## src/rtl/apb_pkg.sv

```systemverilog
// rtl/apb_pkg.sv - shared APB requester types and pprot bit constants
package apb_pkg;

  typedef enum logic [1:0] {
    IDLE   = 2'd0,
    SETUP  = 2'd1,
    ACCESS = 2'd2
  } apb_state_e;

  localparam logic [2:0] PPROT_PRIVILEGED  = 3'b001;
  localparam logic [2:0] PPROT_NONSECURE   = 3'b010;
  localparam logic [2:0] PPROT_INSTRUCTION = 3'b100;

endpackage

```

## src/rtl/apb_requester.sv

```systemverilog
// rtl/apb_requester.sv - APB requester: command port to SETUP/ACCESS phases with wait timeout
module apb_requester
  import apb_pkg::*;
#(
  parameter int DATA_WIDTH     = 32,
  parameter int ADDR_WIDTH     = 10,
  parameter int BYTES_PER_WORD = DATA_WIDTH / 8,
  parameter int TIMEOUT_CYCLES = 256
) (
  input  logic                      pclk,
  input  logic                      preset,
  input  logic                      cmd_valid,
  output logic                      cmd_ready,
  input  logic [ADDR_WIDTH-1:0]     cmd_addr,
  input  logic                      cmd_write,
  input  logic [DATA_WIDTH-1:0]     cmd_wdata,
  input  logic [BYTES_PER_WORD-1:0] cmd_strb,
  input  logic [2:0]                cmd_prot,
  output logic                      rsp_valid,
  output logic [DATA_WIDTH-1:0]     rsp_rdata,
  output logic                      rsp_err,
  output logic                      rsp_timeout,
  output logic [ADDR_WIDTH-1:0]     paddr,
  output logic [2:0]                pprot,
  output logic                      psel,
  output logic                      penable,
  output logic                      pwrite,
  output logic [DATA_WIDTH-1:0]     pwdata,
  output logic [BYTES_PER_WORD-1:0] pstrb,
  input  logic                      pready,
  input  logic [DATA_WIDTH-1:0]     prdata,
  input  logic                      pslverr
);

  // A zero timeout still needs a legal counter width; the counter is simply never compared then.
  localparam int CW = (TIMEOUT_CYCLES > 0) ? $clog2(TIMEOUT_CYCLES + 1) : 1;
  // Timeout fires while the counter shows the last permitted ACCESS cycle, so ACCESS lasts exactly TIMEOUT_CYCLES.
  localparam logic [CW-1:0] TLIM = CW'((TIMEOUT_CYCLES == 0) ? 0 : TIMEOUT_CYCLES - 1);

  apb_state_e    state;
  apb_state_e    state_nxt;
  logic [CW-1:0] wait_cnt;
  logic          accept;
  logic          done;
  logic          timeout_hit;

  // State register
  always_ff @(posedge pclk) begin
    if (preset) state <= IDLE;
    else        state <= state_nxt;
  end

  // Completion and timeout qualifiers for the current ACCESS cycle
  always_comb begin
    done        = (state == ACCESS) && pready;
    timeout_hit = 1'b0;
    if (TIMEOUT_CYCLES != 0) timeout_hit = (state == ACCESS) && !pready && (wait_cnt == TLIM);
    accept      = cmd_valid && cmd_ready;
  end

  // Next-state logic
  always_comb begin
    state_nxt = state;
    case (state)
      IDLE:    if (accept) state_nxt = SETUP;
      SETUP:   state_nxt = ACCESS;
      ACCESS: begin
        if (pready)           state_nxt = accept ? SETUP : IDLE;
        else if (timeout_hit) state_nxt = IDLE;
      end
      default: state_nxt = IDLE;
    endcase
  end

  // Phase outputs and command handshake decoded from the state
  always_comb begin
    psel      = (state != IDLE);
    penable   = (state == ACCESS);
    cmd_ready = !preset && ((state == IDLE) || ((state == ACCESS) && pready));
  end

  // APB request fields, wait counter and response registers
  always_ff @(posedge pclk) begin
    if (preset) begin
      paddr       <= '0;
      pprot       <= '0;
      pwrite      <= 1'b0;
      pwdata      <= '0;
      pstrb       <= '0;
      wait_cnt    <= '0;
      rsp_valid   <= 1'b0;
      rsp_rdata   <= '0;
      rsp_err     <= 1'b0;
      rsp_timeout <= 1'b0;
    end else begin
      rsp_valid <= 1'b0;
      if (accept) begin
        paddr    <= cmd_addr;
        pprot    <= cmd_prot;
        pwrite   <= cmd_write;
        pwdata   <= cmd_wdata;
        pstrb    <= cmd_strb;
        wait_cnt <= '0;
      end else if ((state == ACCESS) && !pready) begin
        wait_cnt <= wait_cnt + CW'(1);
      end
      // pwrite here still belongs to the finishing transfer even when a new command is latched this edge
      if (done) begin
        rsp_valid   <= 1'b1;
        rsp_rdata   <= pwrite ? '0 : prdata;
        rsp_err     <= pslverr;
        rsp_timeout <= 1'b0;
      end else if (timeout_hit) begin
        rsp_valid   <= 1'b1;
        rsp_rdata   <= '0;
        rsp_err     <= 1'b1;
        rsp_timeout <= 1'b1;
      end
    end
  end

endmodule

```

## config.mk

```make
export PLATFORM = sky130hd
export DESIGN_NAME = apb_requester
export DESIGN_NICKNAME = d
export VERILOG_FILES = /design/src/rtl/apb_pkg.sv /design/src/rtl/apb_requester.sv
export SDC_FILE = /design/constraint.sdc
export NUM_CORES = 1
export LEC_CHECK = 0
export ABC_AREA = 0
export BUFFER_PORTS_ARGS = -buffer_cell sky130_fd_sc_hd__clkbuf_2
export CORE_MARGIN = 2
export CORE_UTILIZATION = 46
export DETAILED_ROUTE_END_ITERATION = 10
export PLACE_DENSITY_LB_ADDON = 0.3
export SLEW_MARGIN = 25
export SYNTH_ARGS = -nofsm -noshare
export SYNTH_HDL_FRONTEND = slang
export SYNTH_SLANG_ARGS = --single-unit
```

## constraint.sdc

```tcl
create_clock -name pclk -period 2.38 [get_ports pclk]
set_input_delay 0.238 -clock pclk [delete_from_list [all_inputs] [get_ports pclk]]
set_output_delay 0.238 -clock pclk [all_outputs]
set_load 0.01 [all_outputs]
```

==> metrics.cfg <==
[global_route]
first_global_vias = 3066
grt_pass1_wl_mm = 13.33
grt_usage_pct = 19.02
antenna_found_initial = 0
grt_max_degree = 88
grt-ovfl-total = 0

[detailed_routing]
ant_nets = 0
vias = 3256
remaining_drc_errors = 0
wire_per_inst_um = 13.00
dr.pass1.iters = 6
wirelength_mm = 8.439
viasPerCell = 5.017
drt_iter0_markers = 116

[cts]
hold_buffers = 0
htree_levels = 3
clock-root-buffer = clkbuf_8
post_cts_buffers = 0
numClockSinks = 96
numCtsBuffers = 9
clock_latency_ns = 0.35
cts_tree = yes
cts_resized = 0
clockBufferDepth = 2
clk_pin_slew_ns = 0.09

[setup_path]
worstPathArrival_ns = 1.57
r2r_slack_ns = 0.70
crit_type = reg -> out
end_kind = output pin
crit_buf_inv = 3
worstReg2RegStart = wait_cnt[0]$_SDFFE_PP0P_
startpoint_type = register
reg2regPathDepth = 8
critical-path-max-stage-delay_ns = 0.48
r2r-end = rsp_rdata[12]$_SDFFE_PP0P_
path_max_fanout = 35
cp_slowest_cell = dfxtp_1
required_ns = 2.14
critPathTopFamily = buffers and inverters
cp_cell_sequence = or2b_1 > buf_4 > inv_1 > clkbuf_2

[final_layout]
drive_gt1_share_pct = 45.89
area_delta_synth_final_pct = 32.21
multi_input_area_um2 = 1672
design_area_um2 = 4900
post-route-util_pct = 63.08
nFillCells = 674
seq_area_um2 = 1922
antenna_cells = 0
fin_nets = 631

[power]
ir_drop_mv = 0.3592
leakage_nw = 2.244
power_density_nw_per_um2 = 670.2

[floorplan]
die_h_um = 93.76
die_area_um2 = 8791
fp.dieW_um = 93.76
rows = 32
core_um2 = 7767
initial_utilization_pct = 47.71
io-pin-count = 175

[sta]
period_minus_slack_ns = 1.808
post-route-period-util_pct = 75.97
setup_tns_ns = 0
clock_skew_ns = 0.01030
max-slew-margin-rel_pct = 75.14
whs_ns = 0.09924
hold_violations = 0
rsz0062_at_grt = false
fmax_mhz = 553.1
finalSetupViolCount = 0
worstMarginPinSlew_ns = 0.3729
fin_ws_ns = 0.5719
report.final.slew_viol_count = 0

[status]
outcome = completed

[synth]
syn_area_um2 = 3706
synth_compound_gate_area_share_pct = 11.75
yosysSeqAreaShare_pct = 51.86
muxShareOfSynthArea_pct = 15.46
synth_adder_area_share_pct = 0.6752
synth_top_family_by_area = simple AND/OR/NAND/NOR gates
synth_simple_gate_area_share_pct = 16.37
ys_seq_elements = 96
avgSynthCellArea_um2 = 9.804
syn_nets = 467
post_synth_inst_count = 378
synth_cell_type_count = 30
synth_xor_xnor_area_share_pct = 0.2363
yosys_warnings = 0

[min_path]
min_path_cells = 3
hold_class = in -> reg
min_to = rsp_rdata[10]$_SDFFE_PP0P_
hold_start = prdata[10]

[job]
drv_cap = 0

[place]
preCtsSetupSlack_ns = 0.6970
dpl_cell_area_um2 = 4681
dp_hpwl_mm = 5.985
gp_congestion = 0.6896
port_buffers = 174

worst register-to-register path, cell delays in order, from the launching register on:
cell and delay [ns]:
dfxtp_1 0.34, ha_1 0.23, nand3_1 0.09, nor2_1 0.04, ha_1 0.20, nor2_2 0.10, buf_4 0.29, o21ai_0 0.15
a21oi_1 0.16
layer usage:
layer	vias to the layer above	global-route usage [%]	share of wire [%]
met4	0	9.903	3.0
met2	143	32.86	47
met1	1482	20.25	40
li1	1610	-	-
met3	21	6.822	9.8
met5	-	0	0
how the worst max path moves through the flow:
stage | start | to | slack [ns] | cells past startpoint
4_1_cts | state[0]$_SDFFE_PP0P_ | penable | 0.54 | 4
3_5_place_dp | wait_cnt[0]$_SDFFE_PP0P_ | rsp_rdata[12]$_SDFFE_PP0P_ | 0.70 | 8
5_1_grt | state[0]$_SDFFE_PP0P_ | penable | 0.42 | 4
2_1_floorplan | wait_cnt[0]$_SDFFE_PP0P_ | rsp_err$_SDFFE_PP0P_ | 0.71 | 8
3_3_place_gp | wait_cnt[0]$_SDFFE_PP0P_ | rsp_err$_SDFFE_PP0P_ | 0.78 | 8
6_report | state[0]$_SDFFE_PP0P_ | penable | 0.57 | 4
power breakdown:
part	total (mW)	internal (mW)	switching, mW	leakage, nW
clock network	1.15	0.596	0.558	0.0991
registers	1.72	1.69	0.0379	0.784
logic	0.406	0.215	0.191	1.36
total	3.28	2.50	0.787	2.24
final cells by class:
| class | instances | share of cell area, % |
|---|---|---|
| flip-flops and latches | 96 | 39.22 |
| repair buffers | 179 | 19.05 |
| clock buffers | 10 | 2.605 |
| inverters | 7 | 0.5363 |
| clock inverters | 6 | 1.864 |
| well taps | 102 | 2.605 |
| multi-input cells | 249 | 34.12 |
synthesized netlist by cell type, drive strengths merged:
cell / number / area share (%)
a211oi: 1 / 0.20
a21oi: 41 / 5.5
a31o: 1 / 0.24
a31oi: 1 / 0.17
and2: 1 / 0.17
and2b: 1 / 0.20
buf: 11 / 1.4
clkbuf: 15 / 1.5
dfxtp: 96 / 52
ha: 2 / 0.68
inv: 7 / 0.71
mux2: 50 / 15
mux2i: 1 / 0.27
nand2: 35 / 3.5
nand3: 4 / 0.54
nand4: 1 / 0.17
nor2: 7 / 0.71
nor2b: 50 / 8.4
nor3: 1 / 0.13
nor4bb: 1 / 0.27
o21a: 1 / 0.20
o21ai: 34 / 4.6
o31ai: 4 / 0.81
or2: 2 / 0.34
or2b: 2 / 0.41
or3: 2 / 0.34
or3b: 1 / 0.30
or4: 4 / 0.81
xor2: 1 / 0.24
placed cells by master (no fill, tap or decap), types with 2 or more instances in the layout:
cell type,count
bufinv_16,2
or4_1,4
nand3_1,3
a21oi_1,41
dfxtp_1,96
clkbuf_8,9
o21ai_0,34
inv_1,7
buf_4,3
or2b_1,2
nor2b_1,50
o31ai_1,4
or2_2,2
mux2_2,50
clkinvlp_4,3
ha_1,2
nor2_1,6
or3_1,2
buf_12,2
nand2_1,35
clkbuf_2,174
cells by family (layout without fill, tap and decap cells):
group	Yosys count	in the layout
AND/OR/NAND/NOR	112	112
flip-flops	96	96
AO/OA/AOI/OAI	83	83
multiplexers	51	51
buffers and inverters	33	202
adder cells (fa/ha/maj)	2	2
XOR/XNOR	1	1
metrics by stage:
step           instances  total power, mW
4_1_cts              649            3.329
2_1_floorplan        378            1.978
6_report             649            3.284
3_5_place_dp         633            2.173
5_1_grt              649            3.434
3_3_place_gp         633            2.163
state kept, by name, indices dropped and copies added, names as in the netlist:
name,count
paddr,10
pprot,3
pstrb,4
pwdata,32
pwrite,1
rsp_err,1
rsp_rdata,32
rsp_timeout,1
rsp_valid,1
state,2
wait_cnt,9
(Power assumes the default switching activity.)
